## config.mk

```make
export PLATFORM = sky130hd
export DESIGN_NAME = demux4_rr_dispatcher
export DESIGN_NICKNAME = d
export VERILOG_FILES = /design/src/rtl/demux4_rr_dispatcher.sv
export SDC_FILE = /design/constraint.sdc
export NUM_CORES = 1
export LEC_CHECK = 0
export ABC_AREA = 0
export CELL_PAD_IN_SITES_DETAIL_PLACEMENT = 0
export CELL_PAD_IN_SITES_GLOBAL_PLACEMENT = 1
export CORE_ASPECT_RATIO = 0.6
export CORE_MARGIN = 2
export CORE_UTILIZATION = 38
export CTS_BUF_LIST = sky130_fd_sc_hd__clkbuf_4
export CTS_CLUSTER_SIZE = 10
export DETAILED_ROUTE_END_ITERATION = 7
export PLACE_DENSITY_LB_ADDON = 0.08
export REMOVE_ABC_BUFFERS = 1
export SYNTH_ARGS = -nofsm -noshare
export SYNTH_HDL_FRONTEND = slang
export SYNTH_SLANG_ARGS = --single-unit
```

## constraint.sdc

```tcl
create_clock -name clk -period 3.95 [get_ports clk]
set_clock_uncertainty 0.2 [all_clocks]
set_input_delay 0.395 -clock clk [delete_from_list [all_inputs] [get_ports clk]]
set_output_delay 0.395 -clock clk [all_outputs]
set_load 0.1 [all_outputs]
```

## src/rtl/demux4_rr_dispatcher.sv

```systemverilog
// Round-robin 1-to-4 dispatcher: holds one word at a time and offers it to the
// first enabled channel after the last one served, dropping it on timeout.
module demux4_rr_dispatcher #(
  parameter int WIDTH   = 8,
  parameter int TIMEOUT = 16
) (
  input  logic             clk,
  input  logic             rst,
  input  logic             in_valid,
  input  logic [WIDTH-1:0] in_data,
  output logic             in_ready,
  input  logic [3:0]       en,
  output logic [3:0]       out_valid,
  output logic [WIDTH-1:0] out_data,
  input  logic [3:0]       out_ready,
  output logic [1:0]       cur_sel,
  output logic             busy,
  output logic             drop,
  output logic [7:0]       xfer_count
);

  typedef enum logic [0:0] {IDLE = 1'b0, SEND = 1'b1} state_t;

  localparam logic [7:0] LAST_WAIT = 8'(TIMEOUT - 1);

  state_t     state;
  logic [1:0] ptr;
  logic [7:0] wait_cnt;
  logic       accept;
  logic       deliver;
  logic       expire;

  // First set bit of mask in the circular order start, start+1, ... (mod 4).
  function automatic logic [1:0] pick(input logic [3:0] mask, input logic [1:0] start);
    logic [1:0] idx;
    pick = start;
    for (int k = 3; k >= 0; k--) begin
      idx = start + 2'(k);
      if (mask[idx]) pick = idx;
    end
  endfunction

  function automatic logic [3:0] onehot(input logic [1:0] idx);
    onehot = 4'b0001 << idx;
  endfunction

  assign in_ready = !rst && (state == IDLE) && (en != 4'b0000);
  assign accept   = in_valid && in_ready;
  assign deliver  = (state == SEND) && out_ready[cur_sel];
  assign expire   = (state == SEND) && !deliver && (wait_cnt == LAST_WAIT);

  always_ff @(posedge clk) begin
    if (rst) begin
      state      <= IDLE;
      ptr        <= 2'd0;
      wait_cnt   <= 8'd0;
      out_valid  <= 4'b0000;
      out_data   <= '0;
      cur_sel    <= 2'd0;
      busy       <= 1'b0;
      drop       <= 1'b0;
      xfer_count <= 8'd0;
    end else begin
      drop <= 1'b0;
      case (state)
        IDLE: begin
          if (accept) begin
            cur_sel   <= pick(en, ptr);
            out_valid <= onehot(pick(en, ptr));
            out_data  <= in_data;
            wait_cnt  <= 8'd0;
            busy      <= 1'b1;
            state     <= SEND;
          end
        end
        SEND: begin
          // Delivery outranks a timeout landing in the same cycle.
          if (deliver) begin
            xfer_count <= xfer_count + 8'd1;
            ptr        <= cur_sel + 2'd1;
            out_valid  <= 4'b0000;
            busy       <= 1'b0;
            state      <= IDLE;
          end else if (expire) begin
            drop      <= 1'b1;
            ptr       <= cur_sel + 2'd1;
            out_valid <= 4'b0000;
            busy      <= 1'b0;
            state     <= IDLE;
          end else begin
            wait_cnt <= wait_cnt + 8'd1;
          end
        end
        default: begin
          state     <= IDLE;
          out_valid <= 4'b0000;
          busy      <= 1'b0;
        end
      endcase
    end
  end

endmodule

```

* Word level (Yosys, flattened, before mapping)
Cells that the tools add are included.
W data, S select, Z words.
** Word-level totals
- Word-level logic and storage cells :: 79
- Output and inout bits :: 25
- Input port bits :: 19
- Flip-flop bits (word level) :: 35
** Operators by class
- Mux-type cells :: 36
- Bitwise gates (word level) :: 1
- Reductions and logical operators :: 16
- Eq/ne operators :: 5
- $lt $le $gt $ge :: 5
- Shifts and indexed selects :: 1
- Add/sub/neg operators :: 6
** Operator list (number)
- $mux W8 :: 3
- $mux W2 :: 9
- $add A8 B1 Y8 const B :: 2
- $pmux W8 S2 :: 1
- $lt A2 B3 Y1 const B :: 5
- $mux W1 :: 12
- $mux W4 :: 3
- $bmux W1 S2 :: 5
- $eq A8 B4 Y1 const B :: 1
- $pmux W4 S2 :: 1
- $reduce_and A2 Y1 :: 4
- $logic_and A1 B1 Y1 :: 6
- $ne A2 B2 Y1 const B :: 3
- $add A2 B1 Y2 const B :: 2
- $add A2 B2 Y2 const B :: 2
- $pmux W1 S2 :: 2
- $reduce_bool A4 Y1 :: 1
- $shl A1 B2 Y4 const A :: 1
- $ne A3 B1 Y1 const B :: 1
- $reduce_and A3 Y1 :: 1
- $reduce_or A3 Y1 :: 1
- $logic_not A1 Y1 :: 2
- $reduce_bool A2 Y1 :: 1
- $not A1 Y1 :: 1

* Depth between registers and ports, before layout
- Depth in word-level cells :: 13
- Gate-level depth with buffers :: 6
- Depth with buffers taken out :: 5

* Least setup slack after synthesis
No wires, ideal clock.
- Path type :: reg2reg
- From :: register cur_sel[0]
- To :: register wait_cnt[2]
- Library setup time :: 0.070 ns
- Path buffers :: 1
- Clock period less this slack :: 2.732 ns
- Data required time :: 3.680 ns
- Stages on the path, launching flop included :: 6
- Slack :: 1.218 ns
- Data arrival time :: 2.462 ns
- Path through :: dfxtp_1 > mux4_2 > a211o_1 > buf_6 > or3_1 > a21oi_1
** Between the ends
- Cells in the longest elaborated chain, start to end :: 8
- Elaborated cells between the ends (all ways) :: 9
- Those cells by class :: eq/ne (2); mux (2); reduce/logical (5)
** Ends and longest elaborated chain
- start, declared :: RTL line 16 : output logic [1:0] cur_sel,
- start signal, assigned :: RTL line 68 : cur_sel <= pick(en, ptr);
- $bmux W1 S2 (*) :: RTL line 49 : assign deliver = (state == SEND) && out_ready[cur_sel];
- $mux W1 (not written as such) (*) :: RTL line 49
- $logic_and A1 B1 Y1 (*) :: RTL line 49
- $logic_not A1 Y1 :: RTL line 50 : assign expire = (state == SEND) && !deliver && (wait_cnt == LAST_WAIT);
- $logic_and A1 B1 Y1 (2 in series) :: RTL line 50
- $ne A2 B2 Y1 (no line)
- $reduce_and A3 Y1 (no line) (*)
- end signal, assigned :: RTL line 91 : wait_cnt <= wait_cnt + 8'd1;
- end, declared :: RTL line 28 : logic [7:0] wait_cnt;
Every way passes the cells marked *; elsewhere a longest branch is shown, timed or not. The select of a mux whose other input is x is not followed.
A chain may end at the register's enable or synchronous reset.

* Worst setup path after layout
- From :: register cur_sel[0]
- To :: output cur_sel[0]
No word-level cell between the ends.

==> metrics.md <==
| Metric | Value |
|---|---|
| Critical Path Fanout Max | 5 |
| DIE AREA | 4580 um2 |
| Min-delay worst type | register to register |
| TritonRoute pass-1 iters | 4 |
| Placed Instances | 261 |
| Vias in the first global route | 1438 |
| Post-synth ARST share | 0 |
| Req. time, crit path | 3.36 ns |
| Worst path buffer plus inverter count | 1 |
| Finished Layout Cells | 269 |
| Top-Level Pins | 44 |
| Fmax | 392 MHz |
| Grt ovf | 0 |
| Post-synth top area cell | dfxtp_1 |
| Largest net degree at the start of global routing | 18 |
| Worst Reg-to-Reg Cells | 4 |
| Number of synthesized register bits | 35 |
| Area growth, synth to finish | 33.9% |
| Synth area leaders | dfxtp_1 (46%), nand2_1 (6.4%), nand3_1 (5.9%), xor2_1 (3.4%), a21oi_1 (3.3%) |
| Via/cell ratio | 5.59 |
| Post-synthesis sequential area ratio | 0.457 |
| Slowest-stage cell, CP | clkdlybuf4s50_1 |
| Clock power frac | 0.300 |
| Root buf cell | clkbuf_4 |
| Hold Path End | out_data[0]$_SDFFE_PP0P_ |
| Setup crit end kind | output pin |
| Diode count | 0 |
| Placer congestion estimate | 0.802 |
| Drt wl/cell | 14.5 um |
| Int Power | 0.000554 W |
| Max cap viols | 0 |
| Final hold viol count | 0 |
| Tightest hold margin | 0.262 ns |
| Final Setup Violations | 0 |
| Clock tree from TritonCTS | yes |
| Post-CTS setup buffers | 0 |
| RSZ-0062 raised after global routing | false |
| Static leakage | 0.767 nW |
| CP Class | register to output pin |
| P per Cell Area | 407 nW/um2 |
| Initial DRC count | 83 |
| Clock slew at reported path FFs | 0.11 ns |
| Final net count | 242 |
| Die W | 86.0 um |
| Yosys cell types | 35 |
| Total track usage | 0.183 |
| Reg power frac | 0.458 |
| Clk_lat worst skew | 0.34 ns |
| Post-synth EDFFs | 0 |
| CP cell instances | clkdlybuf4s50_1 |
| Slew margin rel. | 0.343 |
| FF-to-FF Start | cur_sel[0]$_SDFFE_PP0P_ |
| VDD IR max | 0.181 mV |
| Sw Ratio | 0.338 |
| Via count | 1505 |
| H-tree depth | 2 |
| Hold-fix buffers, CTS | 0 |
| Crit path DAT | 1.95 ns |
| Global-route wire length before repair | 6.45 mm |
| Hold Path Stages | 2 |
| Total Wirelength | 3.91 mm |
| Ys flop type | dfxtp_1 |
| Initial Util | 0.407 |
| Status | complete, no violations |
| Max stage delay on crit path | 1.17 ns |
| Number of gates resized after cts | 0 |
| Reg2reg end | wait_cnt[3]$_SDFFE_PP0P_ |
| Min Tclk post-route | 2.55 ns |
| DRC | 0 |
| Slew Limit Fails | 0 |
| Yosys top cell area share | 0.457 |
| CP Launch Type | register |
| Row Count | 17 |
| R2R Setup Slk | 1.61 ns |
| Most frequent cells in the layout | clkdlybuf4s50_1 (42), dfxtp_1 (35), nand2_1 (26), nand3_1 (18), nor2_1 (11) |
| Most common cell after layout, fill and taps aside | clkdlybuf4s50_1 |
| Synth Warn # | 0 |
| Hold Path Origin | out_data[0]$_SDFFE_PP0P_ |
| Share of the clock period used by the worst path | 0.645 |
| Detail Route Antenna Nets | 0 |
| NetSw | 0.000283 W |
| TritonCTS Sinks | 35 |
| Share of cells above drive strength 1 | 0.0450 |
| Mapped Area | 1530 um2 |
| Post-Route Setup TNS | 0 ns |
| Synth Instances | 180 |
| Delay-heaviest family, CP | buffers and inverters |
| Die Ht | 53.2 um |
| Antenna violations before repair | 0 |
| Worst-margin pin slew | 0.983 ns |
| Half-perimeter wire length after placement | 2.86 mm |
| Cts bufs inserted | 5 |
| IO buf count | 43 |
| Mapped Avg Cell Area | 8.52 um2 |
| Combinational power share | 0.242 |
| CTS Buffer Depth | 2 |
| CORE AREA | 3760 um2 |
[how the worst max path moves through the flow]
stage | start | end | depth (start not counted)
2_1_floorplan | cur_sel[0]$_SDFFE_PP0P_ | wait_cnt[3]$_SDFFE_PP0P_ | 4
5_1_grt | cur_sel[0]$_SDFFE_PP0P_ | cur_sel[0] | 1
3_3_place_gp | rst | out_valid[0]$_SDFFE_PP0P_ | 5
6_report | cur_sel[0]$_SDFFE_PP0P_ | cur_sel[0] | 1
4_1_cts | cur_sel[0]$_SDFFE_PP0P_ | cur_sel[0] | 1
3_5_place_dp | rst | out_valid[1]$_SDFFE_PP0P_ | 5
[through the flow]
stage | cell area [um2] | total power (W) | setup WS [ns] | utilization
after global routing | 2050 | 0.000873 | 1.31 | 0.546
after floorplan | 1490 | 0.000528 | 1.12 | -
after global placement | 1980 | 0.000589 | 1.29 | 0.525
final | 2050 | 0.000837 | 1.40 | 0.546
after CTS | 2050 | 0.000844 | 1.37 | 0.546
after detailed placement | 1980 | 0.000593 | 1.23 | 0.525
[layout make-up]
type | instances | area (um2)
clock buffer | 5 | 37.5
inverter | 4 | 15.0
fill | 350 | 1710
tap | 47 | 58.8
clock inverter | 3 | 38.8
timing repair buffer | 43 | 428
multi-input combinational | 132 | 776
sequential | 35 | 701
[kinds of logic (layout without fill, tap and decap cells)]
| kind of cell | after synthesis | after routing | share of synthesized area |
|---|---|---|---|
| buffers and inverters | 13 | 55 | 0.0375 |
| multiplexers | 1 | 1 | 0.0147 |
| flip-flops | 35 | 35 | 0.457 |
| adder cells (fa/ha/maj) | 2 | 2 | 0.0163 |
| AND/OR/NAND/NOR | 84 | 84 | 0.269 |
| AO/OA/AOI/OAI | 35 | 35 | 0.148 |
| XOR/XNOR | 10 | 10 | 0.0571 |
[Yosys cell counts (2+ instances only)]
cell / count
nor2_1: 11
nor2b_1: 3
o21ai_0: 10
or3_1: 5
ha_1: 2
nor3_1: 2
nand3_1: 18
o211ai_1: 2
a21oi_1: 10
clkbuf_1: 7
or4_1: 2
dfxtp_1: 35
nand2_1: 26
nor4_1: 4
and3_1: 4
a211o_1: 2
o32ai_1: 2
inv_1: 3
xor2_1: 6
and2_1: 3
nand4_1: 5
xnor2_1: 4
a32o_1: 2
[metal layers]
| layer | GRT usage | share of wire | vias up |
|---|---|---|---|
| met3 | 0.0593 | 0.070 | 8 |
| li1 | - | - | 735 |
| met4 | 0.0714 | 0.015 | 0 |
| met2 | 0.300 | 0.44 | 57 |
| met1 | 0.227 | 0.47 | 705 |
| met5 | 0 | 0 | - |
[registers in the layout, indices dropped and copies added (netlist names), 2 cells and up]
| signal | cells |
|---|---|
| xfer_count | 8 |
| out_data | 8 |
| ptr | 2 |
| wait_cnt | 8 |
| cur_sel | 2 |
| out_valid | 4 |
[power groups by stage]
stage | Clock [W] | Combinational [W] | Sequential, W
final | 0.000252 | 0.000202 | 0.000383
after floorplan | 0 | 0.0000508 | 0.000477
after global routing | 0.000275 | 0.000212 | 0.000386
after global placement | 0 | 0.000199 | 0.000390
after detailed placement | 0 | 0.000202 | 0.000391
after CTS | 0.000258 | 0.000202 | 0.000383
(Power assumes the default switching activity.)
